<file path="src/rtl/game_pkg.sv">
// Shared game constants and helpers.
// Screen timing for the 1024x768 visible area, enemy sprite geometry,
// the enemy slot pool size, the spawn scheduler FSM states, and the LFSR
// and spawn-position helpers used by the scheduler and its LFSR.
package game_pkg;

  // Horizontal timing, in pixels.
  localparam logic [10:0] HOR_ACTIVE_VEDIO  = 11'd1024;
  localparam logic [10:0] HOR_FRONT_PORCH   = 11'd24;
  localparam logic [10:0] HOR_SYNC          = 11'd136;
  localparam logic [10:0] HOR_BACK_PORCH    = 11'd160;
  // Vertical timing, in lines.
  localparam logic [10:0] VER_ACTIVE_VEDIO  = 11'd768;
  localparam logic [10:0] VER_FRONT_PORCH   = 11'd3;
  localparam logic [10:0] VER_SYNC          = 11'd6;
  localparam logic [10:0] VER_BACK_PORCH    = 11'd29;

  // Enemy sprite half extents.
  localparam logic [10:0] ENEMY_PLANE_HALF_WIDTH  = 11'd64;
  localparam logic [10:0] ENEMY_PLANE_HALF_HEIGHT = 11'd64;

  // Number of concurrently active enemies.
  localparam int SLOTS = 4;

  typedef enum logic [1:0] {
    ST_IDLE  = 2'd0,
    ST_WAIT  = 2'd1,
    ST_SCAN  = 2'd2,
    ST_SPAWN = 2'd3
  } spawn_state_e;

  // One step of the right-shifting Galois LFSR (taps 16'hB400).
  function automatic logic [15:0] lfsr_step(input logic [15:0] r);
    logic [15:0] n;
    if (r[0]) begin
      n = {1'b0, r[15:1]} ^ 16'hB400;
    end else begin
      n = {1'b0, r[15:1]};
    end
    return n;
  endfunction

  // Enemy center x: low 10 LFSR bits clamped so the sprite stays on screen.
  function automatic logic [10:0] spawn_x_from_lfsr(input logic [15:0] r,
                                                    input logic [10:0] lo,
                                                    input logic [10:0] hi);
    logic [10:0] v;
    logic [10:0] x;
    v = {1'b0, r[9:0]};
    if (v < lo) begin
      x = lo;
    end else if (v > hi) begin
      x = hi;
    end else begin
      x = v;
    end
    return x;
  endfunction

endpackage

</file>
<file path="src/rtl/spawn_lfsr.sv">
// 16-bit Galois LFSR that steps once per cycle with advance high.
// Ports:
//   clk     in   clock
//   rst     in   asynchronous active-high reset, loads SEED
//   advance in   step the register this cycle
//   value   out  current LFSR state
module spawn_lfsr
  import game_pkg::*;
#(
  parameter logic [15:0] SEED = 16'hACE1
) (
  input  logic        clk,
  input  logic        rst,
  input  logic        advance,
  output logic [15:0] value
);

  logic [15:0] lfsr_q;
  logic [15:0] lfsr_d;

  // Next state: one step when advancing, otherwise hold.
  always_comb begin
    lfsr_d = lfsr_q;
    if (advance) begin
      lfsr_d = lfsr_step(lfsr_q);
    end else begin
      lfsr_d = lfsr_q;
    end
  end

  // LFSR state register.
  always_ff @(posedge clk or posedge rst) begin
    if (rst) begin
      lfsr_q <= SEED;
    end else begin
      lfsr_q <= lfsr_d;
    end
  end

  assign value = lfsr_q;

endmodule

</file>
<file path="src/rtl/enemy_spawn_scheduler.sv">
// Schedules enemies into a fixed pool of slots.
// A frame counter paced by vs_neg raises spawn_due every SPAWN_PERIOD frames;
// the FSM then scans slots round-robin from rr_ptr and spawns into the first
// free one at a pseudo-random x. Hit reports retire slots and count kills.
// Ports:
//   clk, rst          clock, asynchronous active-high reset
//   vs_neg            one-cycle per-frame strobe
//   game_en           scheduling enable; low clears slots and pending spawn
//   hit_valid/hit_idx hit report from collision logic
//   alive             per-slot occupied flags
//   spawn_pulse       one-cycle spawn command with spawn_idx / spawn_x
//   kill_count        saturating count of accepted hits
module enemy_spawn_scheduler
  import game_pkg::*;
#(
  parameter int          SLOTS                  = game_pkg::SLOTS,
  parameter logic [10:0] SPAWN_PERIOD           = 11'd60,
  parameter logic [10:0] HOR_ACTIVE_VEDIO       = game_pkg::HOR_ACTIVE_VEDIO,
  parameter logic [10:0] ENEMY_PLANE_HALF_WIDTH = game_pkg::ENEMY_PLANE_HALF_WIDTH,
  parameter logic [15:0] LFSR_SEED              = 16'hACE1,
  localparam int         IW                     = $clog2(SLOTS)
) (
  input  logic             clk,
  input  logic             rst,
  input  logic             vs_neg,
  input  logic             game_en,
  input  logic             hit_valid,
  input  logic [IW-1:0]    hit_idx,
  output logic [SLOTS-1:0] alive,
  output logic             spawn_pulse,
  output logic [IW-1:0]    spawn_idx,
  output logic [10:0]      spawn_x,
  output logic [15:0]      kill_count
);

  localparam logic [10:0]   X_MIN     = ENEMY_PLANE_HALF_WIDTH;
  localparam logic [10:0]   X_MAX     = HOR_ACTIVE_VEDIO - 11'd1 - ENEMY_PLANE_HALF_WIDTH;
  localparam logic [IW-1:0] SCAN_LAST = IW'(SLOTS - 1);
  localparam logic [IW-1:0] ONE_IDX   = IW'(1);

  spawn_state_e     state_q;
  logic [10:0]      frame_cnt_q;
  logic             spawn_due_q;
  logic [IW-1:0]    rr_ptr_q;
  logic [IW-1:0]    scan_cnt_q;
  logic [SLOTS-1:0] alive_q;
  logic [SLOTS-1:0] alive_d;
  logic [15:0]      kill_q;
  logic [15:0]      kill_d;
  logic             spawn_pulse_q;
  logic [IW-1:0]    spawn_idx_q;
  logic [10:0]      spawn_x_q;
  logic [15:0]      lfsr_s;
  logic             frame_wrap_s;
  logic             spawn_commit_s;
  logic             hit_accept_s;

  // The spawn completes at the end of the SPAWN cycle unless the game stops.
  assign spawn_commit_s = (state_q == ST_SPAWN) && game_en;
  assign frame_wrap_s   = game_en && vs_neg && (frame_cnt_q == SPAWN_PERIOD - 11'd1);

  spawn_lfsr #(.SEED(LFSR_SEED)) u_lfsr (
    .clk     (clk),
    .rst     (rst),
    .advance (spawn_commit_s),
    .value   (lfsr_s)
  );

  // Frame counter: counts vs_neg strobes while the game runs.
  always_ff @(posedge clk or posedge rst) begin
    if (rst) begin
      frame_cnt_q <= 11'd0;
    end else if (!game_en) begin
      frame_cnt_q <= 11'd0;
    end else if (vs_neg) begin
      frame_cnt_q <= frame_wrap_s ? 11'd0 : frame_cnt_q + 11'd1;
    end
  end

  // Slot occupancy and kill count; a slot being spawned is still dead, so a
  // hit aimed at it is dropped and the spawn wins.
  always_comb begin
    alive_d      = alive_q;
    kill_d       = kill_q;
    hit_accept_s = hit_valid && alive_q[hit_idx];
    if (!game_en) begin
      alive_d = {SLOTS{1'b0}};
    end else begin
      if (hit_accept_s) begin
        alive_d[hit_idx] = 1'b0;
        if (kill_q != 16'hFFFF) begin
          kill_d = kill_q + 16'd1;
        end else begin
          kill_d = kill_q;
        end
      end else begin
        kill_d = kill_q;
      end
      if (spawn_commit_s) begin
        alive_d[rr_ptr_q] = 1'b1;
      end else begin
        alive_d[rr_ptr_q] = alive_d[rr_ptr_q];
      end
    end
  end

  // Occupancy and kill registers.
  always_ff @(posedge clk or posedge rst) begin
    if (rst) begin
      alive_q <= {SLOTS{1'b0}};
      kill_q  <= 16'd0;
    end else begin
      alive_q <= alive_d;
      kill_q  <= kill_d;
    end
  end

  // Scheduler FSM with registered spawn outputs.
  always_ff @(posedge clk or posedge rst) begin
    if (rst) begin
      state_q       <= ST_IDLE;
      spawn_due_q   <= 1'b0;
      rr_ptr_q      <= {IW{1'b0}};
      scan_cnt_q    <= {IW{1'b0}};
      spawn_pulse_q <= 1'b0;
      spawn_idx_q   <= {IW{1'b0}};
      spawn_x_q     <= 11'd0;
    end else begin
      spawn_pulse_q <= 1'b0;
      if (!game_en) begin
        // rr_ptr is deliberately kept so the next game continues the rotation.
        state_q     <= ST_IDLE;
        spawn_due_q <= 1'b0;
        scan_cnt_q  <= {IW{1'b0}};
      end else begin
        case (state_q)
          ST_IDLE: begin
            state_q <= ST_WAIT;
          end
          ST_WAIT: begin
            if (spawn_due_q) begin
              spawn_due_q <= 1'b0;
              scan_cnt_q  <= {IW{1'b0}};
              state_q     <= ST_SCAN;
            end
          end
          ST_SCAN: begin
            if (!alive_q[rr_ptr_q]) begin
              state_q       <= ST_SPAWN;
              spawn_pulse_q <= 1'b1;
              spawn_idx_q   <= rr_ptr_q;
              spawn_x_q     <= spawn_x_from_lfsr(lfsr_s, X_MIN, X_MAX);
            end else begin
              // After SLOTS occupied probes rr_ptr is back where it started.
              rr_ptr_q   <= rr_ptr_q + ONE_IDX;
              scan_cnt_q <= scan_cnt_q + ONE_IDX;
              if (scan_cnt_q == SCAN_LAST) begin
                state_q <= ST_WAIT;
              end
            end
          end
          ST_SPAWN: begin
            rr_ptr_q <= rr_ptr_q + ONE_IDX;
            state_q  <= ST_WAIT;
          end
          default: begin
            state_q <= ST_IDLE;
          end
        endcase
        // Placed after the FSM so a new frame wrap is never lost to a clear.
        if (frame_wrap_s) begin
          spawn_due_q <= 1'b1;
        end
      end
    end
  end

  assign alive       = alive_q;
  assign spawn_pulse = spawn_pulse_q;
  assign spawn_idx   = spawn_idx_q;
  assign spawn_x     = spawn_x_q;
  assign kill_count  = kill_q;

endmodule

</file>
<file path="config.mk">
export PLATFORM = sky130hd
export DESIGN_NAME = enemy_spawn_scheduler
export DESIGN_NICKNAME = d
export VERILOG_FILES = /design/src/rtl/game_pkg.sv /design/src/rtl/spawn_lfsr.sv /design/src/rtl/enemy_spawn_scheduler.sv
export SDC_FILE = /design/constraint.sdc
export NUM_CORES = 1
export LEC_CHECK = 0
export BUFFER_PORTS_ARGS = -buffer_cell sky130_fd_sc_hd__buf_4
export CELL_PAD_IN_SITES_DETAIL_PLACEMENT = 1
export CELL_PAD_IN_SITES_GLOBAL_PLACEMENT = 2
export CORE_ASPECT_RATIO = 0.7
export CORE_UTILIZATION = 25
export CTS_CLUSTER_DIAMETER = 80
export DETAILED_ROUTE_END_ITERATION = 8
export PLACE_DENSITY_LB_ADDON = 0.1
export SETUP_SLACK_MARGIN = 0.4
export SLEW_MARGIN = 20
export SYNTH_ARGS = -nofsm -noshare
export SYNTH_HDL_FRONTEND = slang
export SYNTH_HIERARCHICAL = 1
export SYNTH_SLANG_ARGS = --single-unit
</file>
<file path="constraint.sdc">
create_clock -name clk -period 2.3 [get_ports clk]
set_clock_uncertainty 0.1 [all_clocks]
set_input_delay 0.115 -clock clk [delete_from_list [all_inputs] [get_ports clk]]
set_output_delay 0.115 -clock clk [all_outputs]
set_load 0.02 [all_outputs]
</file>
==> flow_summary.json, run 1 <==
{
  "ys_seq_area_share_pct": 51.9,
  "antenna_cells": 0,
  "syn_inst": 302,
  "drive_gt1_share_pct": 26.3,
  "setup_tns_ns": 0,
  "cts_buffers": 9,
  "synth_edf_count": 0,
  "setup_viol": 0,
  "ctsHtreeMaxLevel": 3,
  "ys_ff_latch": 67,
  "grt_pass1_wl_um": 13200,
  "pre_cts_slack_ns": 0.373,
  "die_area_mm2": 0.0135,
  "start_kind": "flop",
  "drt_iter0_drc": 78,
  "reg2reg_from": "alive[3]",
  "yosysUniqueCellTypes": 49,
  "fin_crit_ns": 1.82,
  "multi_input_area_mm2": 0.00145,
  "synth_top_area_share_pct": 45.5,
  "rsz0062_at_grt": "no",
  "areaGrowthSynthToFinish_pct": 24.9,
  "wire_per_inst_um": 14.8,
  "nNetsFinal": 363,
  "synthTopCellsByArea": "dfrtp_1 (45%), dfstp_2 (6.5%), xnor2_1 (5.7%), nand2_1 (4.5%), mux2_2 (3.5%)",
  "synth_warnings": 6,
  "die_width_um": 138,
  "synth_nets": 316,
  "drtAntennaViolNets": 0,
  "fin_ws_ns": 0.481,
  "antenna_found_initial": 0,
  "grt.total_usage_pct": 12.6,
  "first_pass_iters": 6,
  "cts-root-buf": "clkbuf_16",
  "cellPowerDensity_mw_per_mm2": 688,
  "place_congestion": 0.681,
  "r2r_end": "rr_ptr_q[1]",
  "final_hold_viol_count": 0,
  "violations": "design-rule violations",
  "grt_max_degree": 27,
  "io_buffers": 39,
  "fmax_mhz": 550,
  "path_class": "reg2reg",
  "coreArea_mm2": 0.0125,
  "maxSlewViolCount": 0,
  "tightest_slew_ns": 0.633,
  "power.leakage_nw": 1.85,
  "post-route-period-util_pct": 79.1,
  "fin_total_pwr_mw": 2.79,
  "drt_wl_total_um": 7610,
  "hpwl_um": 5260,
  "crit_start": "alive[3]",
  "clk_latency_ns": 0.33,
  "vias": 2346,
  "grt_overflow": 0,
  "die_h_um": 97.4,
  "initial_core_util_pct": 25.9,
  "rows": 34,
  "vias_per_cell": 4.55,
  "relSlewSlack_pct": 57.7,
  "end_kind": "flop",
  "route.detailed.drc": 12,
  "clk_pin_slew_ns": 0.06,
  "rrSetupSlack_ns": 0.48,
  "cp_data_arrival_time_ns": 1.94,
  "vdd_ir_drop_max_uv": 337,
  "holdCritPathClass": "in2reg",
  "endpoint": "rr_ptr_q[1]",
  "syn_area_per_cell_um2": 10.8,
  "synth-async-reset-ratio_pct": 100,
  "layout.area.seq_mm2": 0.00169,
  "clockBufferDepth": 2,
  "cap_violations": 0,
  "cts.sinks": 67,
  "cts_tree": "done",
  "path_max_fanout": 6,
  "syn_area_mm2": 0.00325,
  "fill_cells": 1395,
  "grt_pass1_vias": 2426,
  "synth_top_area_cell": "dfrtp_1",
  "r2r_cells": 3,
  "synthFlopType": "dfrtp_1",
  "ios": 41,
  "cp.required_ns": 2.42,
  "status": "complete, but fails checks"
}
[worst max-delay path, stage by stage, from the launching register on]
cell      delay [ns]
dfrtp_1         0.44
mux4_2          0.56
o211ai_1        0.26
mux2_2          0.36
[layer usage]
metal / track usage (%) / up-vias / wire [µm]
met5: 0 / - / 0
met4: 4.15 / 0 / 92
met3: 3.75 / 9 / 292
met2: 18.4 / 41 / 3230
met1: 17.7 / 1158 / 4000
li1: - / 1138 / -
[synth_stat cells, types with 2 or more instances]
master	count
dfrtp_1	59
nand2_1	39
xnor2_1	21
nor2_1	17
o21ai_0	17
nand3_1	15
inv_1	12
nand4_1	12
mux2_2	10
dfstp_2	8
and2_1	7
ha_1	7
a21oi_1	6
xor2_1	6
and3_1	5
mux2_4	5
clkbuf_1	4
mux2i_1	4
nor3b_1	4
o211ai_1	3
o21a_1	3
o22ai_1	3
a21boi_0	2
buf_2	2
buf_6	2
nand2b_1	2
nand3b_1	2
nor2b_1	2
nor4b_1	2
or2_2	2
[placed cells by master (no fill, tap or decap), types with 2 or more instances in the layout]
cell type / netlist / routed
o21ai_0: 17 / 17
nand3_1: 15 / 15
a21oi_1: 6 / 6
dlygate4sd3_1: 0 / 3
nand3b_1: 2 / 2
nor2_1: 17 / 17
xor2_1: 6 / 6
nand2_1: 39 / 39
buf_4: 1 / 43
xnor2_1: 21 / 21
or2_2: 2 / 2
o21a_1: 3 / 3
ha_1: 7 / 7
and2_1: 7 / 7
inv_1: 12 / 11
clkinv_2: 0 / 3
and3_1: 5 / 5
clkbuf_16: 0 / 9
nand4_1: 12 / 12
mux2i_1: 4 / 4
a21boi_0: 2 / 2
nor2b_1: 2 / 2
o22ai_1: 3 / 3
o211ai_1: 3 / 3
dfstp_2: 8 / 8
mux2_2: 10 / 10
dfrtp_1: 59 / 58
nor3b_1: 4 / 4
nand2b_1: 2 / 2
mux2_4: 5 / 5
[power breakdown]
part,internal [mW],switching [mW],leakage [nW]
Combinational,0.0781,0.105,0.806
Sequential,1.21,0.0281,0.898
Clock,0.863,0.512,0.145
[worst min-delay path by stage]
stage	cells after the start	slack (ns)	to	startpoint
floorplan	1	-0.08	u_lfsr/value[12]	rst
global placement	2	0.15	u_lfsr/value[14]	rst
detailed placement	2	0.15	spawn_x[6]	rst
CTS	4	0.16	alive[0]	hit_idx[0]
global route	4	0.19	alive[0]	hit_idx[0]
finish	4	0.16	alive[0]	hit_idx[0]
[metrics by stage]
step / cell area, µm² / util [%] / instances / hold WS (ns)
floorplan: 3250 / - / 302 / -0.0770
global placement: 3700 / 29.5 / 495 / 0.145
detailed placement: 3700 / 29.5 / 495 / 0.154
CTS: 4030 / 32.1 / 515 / 0.160
global route: 4060 / 32.3 / 516 / 0.189
finish: 4060 / 32.3 / 516 / 0.161
[layout make-up]
type | count | area share, %
flip-flops and latches | 67 | 41.6
multi-input cells | 212 | 35.8
repair buffers | 47 | 9.19
clock buffers | 11 | 5.98
well taps | 162 | 5.00
clock inverters | 5 | 1.30
inverters | 12 | 1.11
[flip-flops by register name (all words and copies together) (netlist names)]
register	flops
frame_cnt_q	11
spawn_pulse	1
scan_cnt_q	2
state_q	2
spawn_idx	2
kill_count	16
alive	4
spawn_due_q	1
rr_ptr_q	2
u_lfsr/value	16
spawn_x	10
[cells by family after synthesis]
logic type / share of synthesized area [%]
adders and majority gates: 2.70
buffers and inverters: 3.81
xor gates and xnor gates: 7.28
DFF: 51.9
AOI/OAI and AO/OA: 7.67
other: 0.115
muxes: 7.70
and+or+nand+nor: 18.8
[repair_timing]
item                                   4_1_cts  5_1_grt
hold buffers                                 3        0
gates resized for setup                      1        3
setup buffers                                1        1
pin swaps                                    2        2
endpoints found under the hold margin       36        0
setup endpoints to repair                    3       17
(Power assumes the default switching activity.)
==> run 2: changes to the inputs <==
==> constraint.sdc (replaced) <==
create_clock -name clk -period 1.68 [get_ports clk]
set_clock_uncertainty 0.1 [all_clocks]
set_input_delay 0.084 -clock clk [delete_from_list [all_inputs] [get_ports clk]]
set_output_delay 0.084 -clock clk [all_outputs]
set_load 0.02 [all_outputs]
==> run 2 against run 1 <==
Effect of this change: the run ends with design-rule violations, negative setup slack left; utilization rose by 7.7 points; first-iteration DRC count increased by 3.8%; maximum frequency is 4.4% higher; total power is 47% higher; count of clock-buffer cells in the layout decreased by 2; sequential share of layout area decreased by 7.5 points; clock power up 50%; final cell count is 12% higher; combinational power increased by 98%; die area is the same; critical path type unchanged; largest cell class is now multi-input gates.
==> flow_summary.json, run 2 (synthesized netlist as in run 1, its figures left out) <==
{
  "status": "complete, but fails checks",
  "violations": "design-rule violations, negative setup slack",
  "first_pass_iters": 6,
  "grt_max_degree": 52,
  "cp.buffers_inverters": 0,
  "drive_gt1_share_pct": 53.5,
  "die_area_mm2": 0.0135,
  "die_width_um": 138,
  "clockBufferDepth": 2,
  "rsz0062_at_grt": "yes",
  "initial_core_util_pct": 25.9,
  "vias": 2605,
  "drt_iter0_drc": 81,
  "route.detailed.drc": 6,
  "die_h_um": 97.4,
  "layout_common_cells": "buf_4 (89), dfrtp_1 (39), nand2_1 (29)",
  "hpwl_um": 5830,
  "vias_per_cell": 4.51,
  "ios": 41,
  "final_core_util_pct": 40.0,
  "cp_data_arrival_time_ns": 1.85,
  "power.leakage_nw": 2.29,
  "r2r_cells": 3,
  "end_kind": "flop",
  "worstPathCellList": "mux4_2 > o211ai_1 > mux2_2",
  "cts-root-buf": "clkbuf_16",
  "nNetsFinal": 424,
  "cts_tree": "done",
  "relSlewSlack_pct": 57.2,
  "place_congestion": 0.693,
  "clk_pin_slew_ns": 0.06,
  "ctsHtreeMaxLevel": 3,
  "setup_tns_ns": -0.134,
  "tightest_slew_ns": 0.641,
  "vdd_ir_drop_max_uv": 453,
  "cp.required_ns": 1.79,
  "grt_pass1_vias": 2789,
  "fin_crit_ns": 1.74,
  "grt_overflow": 0,
  "antenna_cells": 0,
  "start_kind": "flop",
  "cts_buffers": 9,
  "areaGrowthSynthToFinish_pct": 54.5,
  "place_area_mm2": 0.00403,
  "wire_per_inst_um": 15.7,
  "final_common_cell": "buf_4",
  "path_class": "reg2reg",
  "postLayoutCellArea_mm2": 0.00502,
  "io_buffers": 39,
  "cellPowerDensity_mw_per_mm2": 815,
  "cp_slowest_stage_delay_ns": 0.54,
  "drtAntennaViolNets": 0,
  "path_max_fanout": 3,
  "holdPathStages": 3,
  "antenna_found_initial": 0,
  "drt_wl_total_um": 9040,
  "fin_ws_ns": -0.0619,
  "critPathSlowestCell": "mux4_2",
  "cap_violations": 0,
  "rows": 34,
  "coreArea_mm2": 0.0125,
  "path_delay_family": "multiplexers",
  "cts.sinks": 67,
  "final_hold_viol_count": 0,
  "maxSlewViolCount": 0,
  "post-route-period-util_pct": 104,
  "fmax_mhz": 574,
  "grt.total_usage_pct": 13.9,
  "critical_path_depth": 3,
  "holdCritPathClass": "in2reg",
  "clk_latency_ns": 0.33,
  "setup_viol": 5,
  "grt_pass1_wl_um": 14600
}
[run 2: cell types whose count changed in the layout (fill, tap and decap cells not counted), moves of 8 or more]
| cell | change |
|---|---|
| buf_4 | +46 |
| dfrtp_1 | -19 |
| dfrtp_2 | +19 |
| buf_6 | +12 |
| o21ai_0 | -11 |
| nand2_1 | -10 |
| o21ai_1 | +10 |
| mux2_2 | -9 |
| mux2_4 | +9 |
| nor2_1 | -9 |
| nor2_4 | +8 |
[run 2: through the flow]
stage | cells | worst slack (ns) | hold slack [ns] | power [mW]
after floorplan | 302 | -0.146 | -0.108 | 1.87
after global placement | 527 | -0.00888 | 0.0968 | 2.03
after detailed placement | 527 | -0.0455 | 0.110 | 2.03
after CTS | 564 | -0.0515 | 0.0152 | 4.17
after global routing | 577 | -0.123 | 0.0469 | 4.27
final | 577 | -0.0619 | 0.0403 | 4.09
[run 2: worst min-delay path, stage by stage]
cell     delay (ns)
buf_4          0.13
mux2i_1        0.07
and2_1         0.15
[run 2: cell type report]
class / count / area, µm²
Timing Repair Buffer: 108 / 923
Inverter: 12 / 56.3
Fill cell: 1388 / 7530
Multi-Input combinational cell: 212 / 1800
Clock buffer: 9 / 225
Sequential cell: 67 / 1710
Tap cell: 162 / 203
Clock inverter: 7 / 98.8
[run 2: worst paths after layout]
path,start,to,slack [ns]
worst max-delay path,rr_ptr_q[0],rr_ptr_q[1],-0.06
worst min-delay path,vs_neg,frame_cnt_q[0],0.04
worst max register to register,rr_ptr_q[0],rr_ptr_q[1],-0.06
worst min register to register,spawn_x[7],spawn_x[7],0.37
max in group asynchronous,rst,u_lfsr/value[8],0.74
min in group asynchronous,rst,frame_cnt_q[4],0.31
[run 2: power breakdown]
group | switching (mW) | total, mW | internal, mW
Combinational | 0.196 | 0.363 | 0.166
Sequential | 0.0262 | 1.68 | 1.65
Clock | 0.740 | 2.05 | 1.31
Total | 0.962 | 4.09 | 3.13
[run 2: what timing repair did]
item,in CTS,in global routing
buffers inserted,18,10
endpoints found under the hold margin,62,0
hold buffers,3,0
pin swaps,35,31
cloned,0,3
setup endpoints to repair,66,65
gates resized for setup,44,42
[run 2: per-layer routing]
layer  GRT usage [%]  vias up  part of all wire [%]
met1            18.9     1296                    51
met5               0        -                     0
met4            4.67        0                   1.2
met3            3.75       10                   2.8
met2            21.3       31                    44
li1                -     1268                     -
